==> config.mk <==
export PLATFORM = sky130hd
export DESIGN_NAME = vga_capture
export DESIGN_NICKNAME = d
export VERILOG_FILES = /design/src/rtl/vga_capture.sv
export SDC_FILE = /design/constraint.sdc
export NUM_CORES = 1
export LEC_CHECK = 0
export ABC_AREA = 1
export CORE_UTILIZATION = 53
export CTS_CLUSTER_SIZE = 24
export DETAILED_ROUTE_END_ITERATION = 10
export GPL_TIMING_DRIVEN = 0
export PLACE_DENSITY = 0.77
export SKIP_CTS_REPAIR_TIMING = 1
export SLEW_MARGIN = 25
export SYNTH_ARGS = -nofsm -noshare
export SYNTH_HDL_FRONTEND = slang
export SYNTH_SLANG_ARGS = --single-unit
==> constraint.sdc <==
create_clock -name i_clk -period 2.9 [get_ports i_clk]
set_input_delay 0.58 -clock i_clk [delete_from_list [all_inputs] [get_ports i_clk]]
set_output_delay 0.58 -clock i_clk [all_outputs]
set_load 0.1 [all_outputs]
==> src/rtl/vga_capture.sv <==
// Captures a 2x-decimated window of a VGA source stream and queues RGB565 writes to VRAM.
// The frame-level FSM arms on enable, captures between vsync falling edges and drains the queue.
module vga_capture #(
    parameter int H_OUT      = 320,
    parameter int V_OUT      = 240,
    parameter int FIFO_DEPTH = 4
) (
    input  logic        i_clk,
    input  logic        i_rst_n,
    input  logic [7:0]  i_vga_r,
    input  logic [7:0]  i_vga_g,
    input  logic [7:0]  i_vga_b,
    input  logic        i_vga_blank_n,
    input  logic        i_vga_vs,
    input  logic        i_enable,
    input  logic [17:0] i_capture_offset,
    output logic [17:0] o_address,
    output logic [15:0] o_pixel,
    output logic        o_we,
    input  logic        i_ready,
    output logic        o_frame_done,
    output logic        o_overflow,
    output logic        o_busy
);

    localparam int CW   = $clog2(2 * H_OUT) + 1;
    localparam int LW   = $clog2(2 * V_OUT) + 1;
    localparam int AW   = $clog2(FIFO_DEPTH);
    localparam int CNTW = AW + 1;

    typedef enum logic [1:0] {S_IDLE, S_ARM, S_CAPTURE, S_DRAIN} state_t;

    state_t           r_state, w_state_next;
    logic             r_vs_prev, r_blank_prev;
    logic [CW-1:0]    r_col;
    logic [LW-1:0]    r_line;
    logic [17:0]      r_offset;
    logic             r_complete, r_overflow, r_frame_done;
    logic [33:0]      r_mem [FIFO_DEPTH];
    logic [AW-1:0]    r_rd, r_wr;
    logic [CNTW-1:0]  r_count;
    logic             r_we;
    logic [17:0]      r_address;
    logic [15:0]      r_pixel;

    logic             w_vs_fall, w_blank_fall, w_line_full, w_start;
    logic             w_capturing, w_drain_empty, w_busy;
    logic             w_sample, w_pop, w_push, w_drop;
    logic [17:0]      w_addr, w_row, w_colh;
    logic [15:0]      w_pix;
    logic [AW-1:0]    w_rd_next;
    logic [CNTW-1:0]  w_remain;
    logic             w_unused_bits;

    assign w_vs_fall    = r_vs_prev & ~i_vga_vs;
    assign w_blank_fall = r_blank_prev & ~i_vga_blank_n;
    assign w_line_full  = (r_line == LW'(2 * V_OUT));
    assign w_start      = (r_state == S_ARM) && (w_state_next == S_CAPTURE);

    always_ff @(posedge i_clk or negedge i_rst_n) begin
        if (!i_rst_n) r_state <= S_IDLE;
        else          r_state <= w_state_next;
    end

    always_comb begin
        w_state_next = r_state;
        case (r_state)
            S_IDLE:    if (i_enable) w_state_next = S_ARM;
            S_ARM:     if (!i_enable) w_state_next = S_IDLE;
                       else if (w_vs_fall) w_state_next = S_CAPTURE;
            S_CAPTURE: if (w_line_full || w_vs_fall || !i_enable) w_state_next = S_DRAIN;
            S_DRAIN:   if (r_count == '0) w_state_next = i_enable ? S_ARM : S_IDLE;
            default:   w_state_next = S_IDLE;
        endcase
    end

    always_comb begin
        w_capturing   = (r_state == S_CAPTURE);
        w_drain_empty = (r_state == S_DRAIN) && (r_count == '0);
        w_busy        = (r_state != S_IDLE);
    end

    // Only even source pixels on even source lines inside the output window are kept.
    assign w_sample = w_capturing && i_vga_blank_n && !r_line[0] && !r_col[0]
                      && (r_col < CW'(2 * H_OUT)) && (r_line < LW'(2 * V_OUT));
    assign w_row    = 18'(r_line >> 1);
    assign w_colh   = 18'(r_col >> 1);
    assign w_addr   = r_offset + w_row * 18'(H_OUT) + w_colh;
    assign w_pix    = {i_vga_r[7:3], i_vga_g[7:2], i_vga_b[7:3]};
    assign w_unused_bits = ^{i_vga_r[2:0], i_vga_g[1:0], i_vga_b[2:0]};

    // A full queue still takes a new sample when the head leaves in the same cycle.
    assign w_pop     = r_we & i_ready;
    assign w_push    = w_sample && ((r_count != CNTW'(FIFO_DEPTH)) || w_pop);
    assign w_drop    = w_sample && !w_push;
    assign w_rd_next = r_rd + AW'(w_pop);
    assign w_remain  = r_count - CNTW'(w_pop);

    always_ff @(posedge i_clk or negedge i_rst_n) begin
        if (!i_rst_n) begin
            r_vs_prev    <= 1'b0;
            r_blank_prev <= 1'b0;
            r_col        <= '0;
            r_line       <= '0;
            r_offset     <= '0;
            r_complete   <= 1'b0;
            r_overflow   <= 1'b0;
            r_frame_done <= 1'b0;
        end else begin
            r_vs_prev    <= i_vga_vs;
            r_blank_prev <= i_vga_blank_n;
            r_frame_done <= w_drain_empty && r_complete;
            if (w_start) begin
                r_col      <= '0;
                r_line     <= '0;
                r_offset   <= i_capture_offset;
                r_complete <= 1'b0;
                r_overflow <= 1'b0;
            end else begin
                if (w_capturing) begin
                    if (!i_vga_blank_n)   r_col <= '0;
                    else if (r_col != '1) r_col <= r_col + CW'(1);
                    if (w_blank_fall)     r_line <= r_line + LW'(1);
                    if (w_line_full)      r_complete <= 1'b1;
                end
                if (w_drop) r_overflow <= 1'b1;
            end
        end
    end

    always_ff @(posedge i_clk) begin
        if (w_push) r_mem[r_wr] <= {w_addr, w_pix};
    end

    // The count includes the entry presented on the outputs until it is accepted.
    always_ff @(posedge i_clk or negedge i_rst_n) begin
        if (!i_rst_n) begin
            r_rd      <= '0;
            r_wr      <= '0;
            r_count   <= '0;
            r_we      <= 1'b0;
            r_address <= '0;
            r_pixel   <= '0;
        end else begin
            r_rd    <= w_rd_next;
            r_wr    <= r_wr + AW'(w_push);
            r_count <= w_remain + CNTW'(w_push);
            r_we    <= (w_remain != '0);
            if (w_remain != '0) {r_address, r_pixel} <= r_mem[w_rd_next];
        end
    end

    assign o_we         = r_we;
    assign o_address    = r_address;
    assign o_pixel      = r_pixel;
    assign o_frame_done = r_frame_done;
    assign o_overflow   = r_overflow;
    assign o_busy       = w_busy;

endmodule
=== Word-level counts from Yosys, hierarchy flattened ===
Memories as Yosys holds them, arrays and structs flattened. A register that Yosys moved wholly into a read port is not among the register bits.
Cells that the tools add are included.

* Equality and inequality tests: 8
* Reduce and logical (&&, ||, !) cells: 29
* Muxes and demuxes: 21
* Bitwise operators: 5
* Add/sub/neg operators: 8
* Multiply operators: 1
* $lt $le $gt $ge: 2

{| class="wikitable"
|+ Operators with widths
! cell !! count
|-
| $mux 11 || 4
|-
| $mux 10 || 3
|-
| $add 18x10->18 || 1
|-
| $add 18x18->18 || 1
|-
| $mul 9x3->12 const B || 1
|-
| $add 11x1->11 const B || 1
|-
| $lt 11x10->1 const B || 1
|-
| $ne 11x11->1 const B || 1
|-
| $add 10x1->10 const B || 1
|-
| $eq 10x9->1 const B || 1
|-
| $logic_and 1x1->1 || 10
|-
| $lt 10x9->1 const B || 1
|-
| $mux 2 || 5
|-
| $reduce_bool 2->1 || 5
|-
| $mux 1 || 8
|-
| $pmux 2 s4 || 1
|-
| $eq 2x2->1 const B || 3
|-
| $reduce_and 2->1 || 3
|-
| $logic_not 1->1 || 5
|-
| $add 2x1->2 || 2
|-
| $add 3x1->3 || 1
|-
| $and 1x1->1 || 3
|-
| $logic_not 3->1 || 1
|-
| $logic_or 1x1->1 || 3
|-
| other kinds (7) || 8
|}

* Bits in registers: 54
* Output and inout bits: 38
* Memories: 1
* Input bits: 48
* RAM bits: 136

{| class="wikitable"
|+ Memories
! memory !! depth !! width !! read ports !! clocked after Yosys merged registers in !! write ports !! RTL line !! RTL
|-
| r_mem || 4 || 34 || 1 || 1 || 1 || 39 || <nowiki>logic [33:0] r_mem [FIFO_DEPTH];</nowiki>
|}

=== Longest topological paths before layout ===
Gate-level depths: netlist (run 1).

* Depth after elaboration: 11
* Mapped depth: 18

=== Least setup slack after synthesis (run 1) ===
OpenSTA, ideal clock, no wires.

* Path type: flip-flop to flip-flop
* Start point: register r_we, in the netlist o_we
* End point: memory r_mem[0][0], enable pin
* Arrival time: 2.868 ns
* Cell stages (with the launch flop): 7
* Buffers on the path: 0
* Required time: 2.475 ns
* Library setup time: 0.425 ns
* Slack: -0.393 ns
* Cells stage by stage: dfrtp_1 -> nand2_1 -> inv_1 -> nor4_1 -> nor2_2 -> nand2_1 -> nor2_1

* Longest elaborated chain between the ends: 5

{| class="wikitable"
|+ Ends and longest elaborated chain
! item !! RTL line !! RTL
|-
| from (decl) || 42 || <nowiki>logic r_we;</nowiki>
|-
| from (signal assigned) || 148 || <nowiki>r_we <= (w_remain != '0);</nowiki>
|-
| $and 1x1->1 || 93 || <nowiki>assign w_pop = r_we & i_ready;</nowiki>
|-
| $logic_or 1x1->1 || 94 || <nowiki>assign w_push = w_sample && ((r_count != CNTW'(FIFO_DEPTH)) || w_pop);</nowiki>
|-
| $logic_and 1x1->1 || 94 ||
|-
| $mux 1 || 132 || <nowiki>if (w_push) r_mem[r_wr] <= {w_addr, w_pix};</nowiki>
|-
| $mux 1 (not written as such) || 132 ||
|-
| to (decl) || 39 ||
|}

Every way passes these cells.

=== Final worst setup path (run 1) ===
* Start point: register r_line[4]
* End point: memory r_mem[3][32] (data pin)

* Longest elaborated chain between the ends: 3

{| class="wikitable"
|+ Ends and longest elaborated chain
! item !! RTL line !! RTL
|-
| from (decl) || 36 || <nowiki>logic [LW-1:0] r_line;</nowiki>
|-
| from (signal assigned) || 123 || <nowiki>if (w_blank_fall) r_line <= r_line + LW'(1);</nowiki>
|-
| $mul 9x3->12 || 88 || <nowiki>assign w_addr = r_offset + w_row * 18'(H_OUT) + w_colh;</nowiki>
|-
| $add 18x18->18 || 88 ||
|-
| $add 18x10->18 || 88 ||
|-
| net w_addr[16] || 49 || <nowiki>logic [17:0] w_addr, w_row, w_colh;</nowiki>
|}

The timed path passes the listed nets, and every way through them passes these cells.

==> results.tsv, run 1 <==
metric	value	unit
coreArea	19720	µm²
finalHoldViolations	0	
firstDrtPassIters	7	
syn-instance-count	1075	
grt_antenna_before_repair	0	
violations	setup timing	
r2r_cells	17	
path_clk_slew	0.06	ns
drcViolationCount	0	
fin_util	68.47	%
fmax	310.0	MHz
wl_per_cell	16.83	µm
avgSynthCellArea	10.06	µm²
regToRegSetupSlack	-0.33	ns
ys_types	41	
synth.mux.area_fraction	0	%
finalMaxSlewViolations	0	
overflow	0	
timing.rr.start	r_line[4]	
synth-edff-count	136	
setup_violations	24	
critPathLaunchType	register	
vias_per_cell	5.544	
die_w	144.8	µm
synth_xor_area_share	1.516	%
clock_latency	0.53	ns
grt_max_degree	70	
h-tree-depth	1	
row_count	51	
crit_path_max_fanout	7	
drive_gt1_share	14.30	%
start_util	54.83	%
drv_cap	0	
cts_buffers	25	
outcome	finished, violations left	
dieArea	20970	µm²
cp-end-kind	register	
worst_ep_arrival_time	3.49	ns
cts-root-buf	clkbuf_16	
die_y	144.8	µm
hold_path.class	in2async	
place_hpwl	16960	µm
path_class	reg2reg	
track_usage	25.00	%
synth-compound-area-share	9.571	%
yosys.area_share.simple	16.77	%
power.total	17.33	mW
fin_skew	0.01224	ns
final.min_clock_period	3.225	ns
io_pins	86	
ant_nets	0	
synth_fa_ha_area_share	7.129	%
r2r-end	r_mem[3][32]	
syn_area	10810	µm²
period_share	111.2	%
fin_ws	-0.3253	ns
yosysSeqAreaShare	58.14	%
area_growth	24.87	%
power_density	1284	nW/µm²
synth_ff_type	edfxtp_1	
ys_ff_latch	224	
yosys_warnings	0	
place_congestion	0.8903	
clock_sinks	224	
antenna_cells	0	
final_nets	1305	
worst_pin_slew	0.9960	ns
peakVddDrop	0.7799	mV
drt-initial-drc-count	449	
clockBufferDepth	3	
crit_start	r_line[4]	
grt_pass1_wl	40190	µm
grt_pass1_vias	8123	
async_reset_ff_share	39.29	%
relSlewSlack	33.39	%
vias	8216	
synth_fp_nets	1181	
cp.required	3.17	ns
fin_setup_tns	-6.415	ns
leakage	5.813	nW
cts_tree	done	
routed_wl	24940	µm
io_buffers	77	
synth_top_family_by_area	simple AND/OR/NAND/NOR gates	
rsz0062_at_grt	true	
registers in the layout (all words and copies together), names as in the netlist:
name / flops
o_address: 18
r_complete: 1
r_state: 2
r_blank_prev: 1
o_overflow: 1
o_frame_done: 1
r_mem: 136
r_rd: 2
r_offset: 18
r_vs_prev: 1
r_col: 11
o_we: 1
r_count: 3
o_pixel: 16
r_line: 10
r_wr: 2
power by group:
| group | internal, mW | switching, mW |
|---|---|---|
| sequential | 4.50 | 0.491 |
| combinational | 2.98 | 6.26 |
| clock | 1.85 | 1.25 |
| total | 9.33 | 8.00 |
stage by stage:
step                area [µm²]  cells  setup slack, ns  hold slack, ns
finish                   13500   1482          -0.3253          0.4714
global route             13500   1482          -0.4949          0.4904
CTS                      13190   1469          -0.4268         -0.1013
detailed placement       12380   1424          -0.4013          0.4452
global placement         12170   1417           -2.761          0.4594
floorplan                11060   1075          -0.3928          0.2844
cell usage after synthesis, types with 2 or more instances:
library cell | number | area (µm²)
nand2_1 | 259 | 972.2
inv_1 | 150 | 563.0
edfxtp_1 | 136 | 4084
dfrtp_1 | 88 | 2202
nor2_1 | 81 | 304.0
o211ai_1 | 68 | 510.5
ha_1 | 52 | 650.6
nand3_1 | 39 | 195.2
a31oi_1 | 35 | 219.0
nand4_1 | 22 | 137.6
o21ai_0 | 22 | 110.1
clkbuf_1 | 21 | 78.83
a21oi_1 | 20 | 100.1
buf_2 | 12 | 60.06
nor3_1 | 10 | 50.05
xor2_1 | 9 | 78.83
fa_1 | 6 | 120.1
xnor2_1 | 6 | 52.55
inv_2 | 4 | 15.01
o21ai_2 | 4 | 35.03
nand2_2 | 3 | 18.77
nor2_2 | 3 | 18.77
a21o_1 | 2 | 15.01
buf_4 | 2 | 15.01
nand3_2 | 2 | 20.02
nand3b_1 | 2 | 15.01
or2_2 | 2 | 12.51
xnor2_2 | 2 | 32.53
cells by family (layout without fill, tap and decap cells):
logic type                 after synthesis  in the layout
xor gates and xnor gates                17             17
AOI/OAI and AO/OA                      156            156
DFF                                    224            224
and+or+nand+nor                        430            430
adders and majority gates               58             58
buffers and inverters                  190            332
critical path, cell delays in order (launching register included):
cell and delay (ns):
dfrtp_2 0.49, ha_4 0.31, ha_4 0.13, inv_2 0.04
fa_2 0.38, nand3b_1 0.18, nand2_2 0.10, xnor2_2 0.11
inv_1 0.08, ha_4 0.22, ha_4 0.33, nand2_4 0.09
nor2_4 0.08, inv_2 0.05, nor3_2 0.10, nand2_1 0.12
nand3_2 0.08, nand2_2 0.07
routing by layer:
layer,up-vias,GRT usage (%),routed length (µm)
met5,-,0,0
met4,0,8.587,614
met3,57,3.620,1812
met2,341,44.10,12650
met1,3927,31.41,9871
li1,3891,-,-
worst max-delay path by stage:
stage | endpoint | slack, ns | cells after the start
6_report | r_mem[3][32] | -0.33 | 17
5_1_grt | r_mem[0][32] | -0.49 | 17
4_1_cts | r_mem[3][32] | -0.43 | 17
3_5_place_dp | r_mem[3][32] | -0.40 | 17
3_3_place_gp | r_line[6] | -2.76 | 1
2_1_floorplan | r_mem[0][0] | -0.39 | 6
final cells by class:
type	instances	area, µm²
fillers	1450	6217
flip-flops and latches	224	6296
multi-input cells	661	4264
plain buffers	36	165.2
clock buffers	39	739.5
clock inverters	6	73.82
repair buffers	97	1052
inverters	154	578.1
well taps	265	331.6
layout by cell type (no fill, tap or decap), drive strengths merged:
cell and count:
o2111ai 1, clkdlybuf4s50 76, a21o 2, or2 2
nand2 263, clkbuf 60, a31oi 35, nor3 11
a21oi 21, ha 52, edfxtp 136, nor4 1
nand3 42, and2 1, inv 156, fa 6
nand3b 2, and3 1, o211ai 68, clkinv 3
a21boi 1, bufinv 1, xnor2 8, nor2 85
buf 35, o21ai 27, dlygate4sd3 1, dfrtp 88
xor2 9, o21bai 1, nand4 22
Power figures use the tool's default switching activity.
==> run 2, diff against run 1 <==
--- a/config.mk
+++ b/config.mk
@@ -11,6 +11,7 @@
 export DETAILED_ROUTE_END_ITERATION = 10
 export GPL_TIMING_DRIVEN = 0
 export PLACE_DENSITY = 0.77
+export SETUP_SLACK_MARGIN = 0.3
 export SKIP_CTS_REPAIR_TIMING = 1
 export SLEW_MARGIN = 25
 export SYNTH_ARGS = -nofsm -noshare
==> constraint.sdc (replaced) <==
create_clock -name i_clk -period 2.9 [get_ports i_clk]
set_input_delay 0.435 -clock i_clk [delete_from_list [all_inputs] [get_ports i_clk]]
set_output_delay 0.435 -clock i_clk [all_outputs]
set_load 0.1 [all_outputs]
==> results.tsv, run 2 (same netlist as run 1, synthesis figures left out) <==
metric	value	unit	change
die_y	144.8	µm	unchanged
fmax	308.2	MHz	-0.59%
cts_tree	done		
crit_family	adder cells		
worst_pin_slew	0.9910	ns	-0.004973 ns
r2r_cells	16		-1
path_class	reg2reg		
largest_reg_flops	136		unchanged
leakage	5.852	nW	+0.67%
clock_latency	0.53	ns	about the same
track_usage	24.99	%	about the same
vias_per_cell	5.444		-1.8%
crit_top_cell	ha_4		
crit_slowest_cell	dfrtp_2		
outcome	finished, violations left		
area_growth	25.71	%	
final_nets	1316		+0.84%
violations	setup timing		
mostFrequentLayoutCells	242 x nand2_1, 144 x inv_1, 136 x edfxtp_1		
cts-root-buf	clkbuf_16		
drcViolationCount	0		unchanged
drv_cap	0		unchanged
rsz0062_at_grt	true		
io_buffers	77		unchanged
cts_buffers	23		-8.0%
finalHoldViolations	0		unchanged
die_w	144.8	µm	unchanged
wl_per_cell	17.11	µm	+1.6%
cp_slowest_stage_delay	0.48	ns	about the same
drt-initial-drc-count	475		+5.8%
hold-path-cell-count	1		
grt_pass1_vias	8075		-0.59%
final.min_clock_period	3.244	ns	+0.01898 ns
dieArea	20970	µm²	unchanged
grt_pass1_wl	40140	µm	-0.10%
place_congestion	0.8903		unchanged
setup_violations	24		unchanged
layout_commonest_cell	nand2_1		
place_hpwl	16940	µm	-0.12%
regMostFlops	r_mem		
ant_nets	0		unchanged
worst_ep_arrival_time	3.51	ns	+0.02 ns
routed_wl	25520	µm	+2.3%
overflow	0		unchanged
start_util	54.83	%	unchanged
critPathLaunchType	register		
cp.required	3.17	ns	about the same
path_clk_slew	0.06	ns	about the same
placed_cells	1423		-0.070%
row_count	51		unchanged
drive_gt1_share	15.40	%	+1.1 points
crit_buf_inv	2		-1
fin_skew	0.009534	ns	-0.002708 ns
period_share	111.9	%	+0.65 points
fin_ws	-0.3443	ns	-0.01898 ns
clockBufferDepth	3		unchanged
fin_cells	1492		+0.67%
relSlewSlack	33.72	%	+0.33 points
crit_path_max_fanout	6		-1
coreArea	19720	µm²	unchanged
grt_max_degree	53		-24%
peakVddDrop	0.7100	mV	-9.0%
h-tree-depth	1		unchanged
fin_setup_tns	-5.706	ns	+0.7093 ns
antenna_cells	0		unchanged
grt_antenna_before_repair	0		unchanged
hold_path.class	in2reg		
firstDrtPassIters	4		-3
cp.depth	16		-1
clock_sinks	224		unchanged
cp-end-kind	register		
power_density	1292	nW/µm²	+0.60%
finalMaxSlewViolations	0		unchanged
crit_chain	ha_4 > ha_4 > inv_4 > fa_2 > nand3b_1 > nand2_1 > xnor2_1 > inv_1 > ha_4 > ha_4 > a21oi_2 > o21ai_0 > a21oi_1 > nand2_1 > nand2_1 > nand2_2		
vias	8122		-1.1%
io_pins	86		unchanged
-- run 2: changes by cell type in the layout (fill, tap and decap cells not counted), sizes merged, moves of 3 or more --
| cell | previous run | this run |
|---|---|---|
| clkinv | 3 | 6 |
| bufinv | 1 | 4 |
| buf | 35 | 48 |
| clkbuf | 60 | 51 |
-- run 2: path summary, 6_finish.rpt --
kind	from	slack (ns)	end
worst max-delay path	r_line[4]	-0.34	r_mem[0][30]
worst min-delay path	i_vga_vs	0.37	r_vs_prev
worst max register to register	r_line[4]	-0.34	r_mem[0][30]
worst min register to register	r_offset[3]	0.48	r_offset[3]
max in group asynchronous	i_rst_n	1.88	r_line[6]
min in group asynchronous	i_rst_n	0.38	o_address[0]
-- run 2: cell type report --
class	count	area (µm²)
clock inverter	12	177.7
clock buffer	30	641.9
sequential	224	6295
fill	1410	6126
buffer	36	165.2
inverter	154	583.1
timing repair buffer	110	1150
multi-input combinational	661	4248
tap	265	331.6
-- run 2: per-stage QoR --
stage | instance area, µm² | utilization [%] | hold WS, ns | setup WS, ns | total power [mW]
2_1_floorplan | 11090 | - | 0.1394 | -0.1016 | 11.28
3_3_place_gp | 12200 | 61.85 | 0.4601 | -2.535 | 13.25
3_5_place_dp | 12350 | 62.62 | 0.3801 | -0.4382 | 13.54
4_1_cts | 13170 | 66.77 | -0.1784 | -0.4480 | 16.79
5_1_grt | 13590 | 68.93 | 0.3722 | -0.4479 | 18.53
6_report | 13590 | 68.93 | 0.3728 | -0.3443 | 17.56
-- run 2: layer usage --
metal | global-route usage [%] | up-vias | wire length, µm
met3 | 2.830 | 49 | 1322
met4 | 9.141 | 0 | 647
met2 | 44.96 | 244 | 13240
met1 | 30.95 | 3922 | 10320
met5 | 0 | - | 0
li1 | - | 3907 | -
-- run 2: worst reg2reg max path: cells and delay by family (launching register included) --
family / cells / cell delay, ns
simple gates: 5 / 0.50
xor+xnor: 1 / 0.12
fa+ha+maj: 5 / 1.32
flops: 1 / 0.48
compound gates: 3 / 0.45
buf+inv: 2 / 0.12
-- run 2: report_power, final --
| part | internal [mW] | switching, mW |
|---|---|---|
| clock | 1.93 | 1.25 |
| sequential | 4.50 | 0.482 |
| combinational | 3.10 | 6.31 |
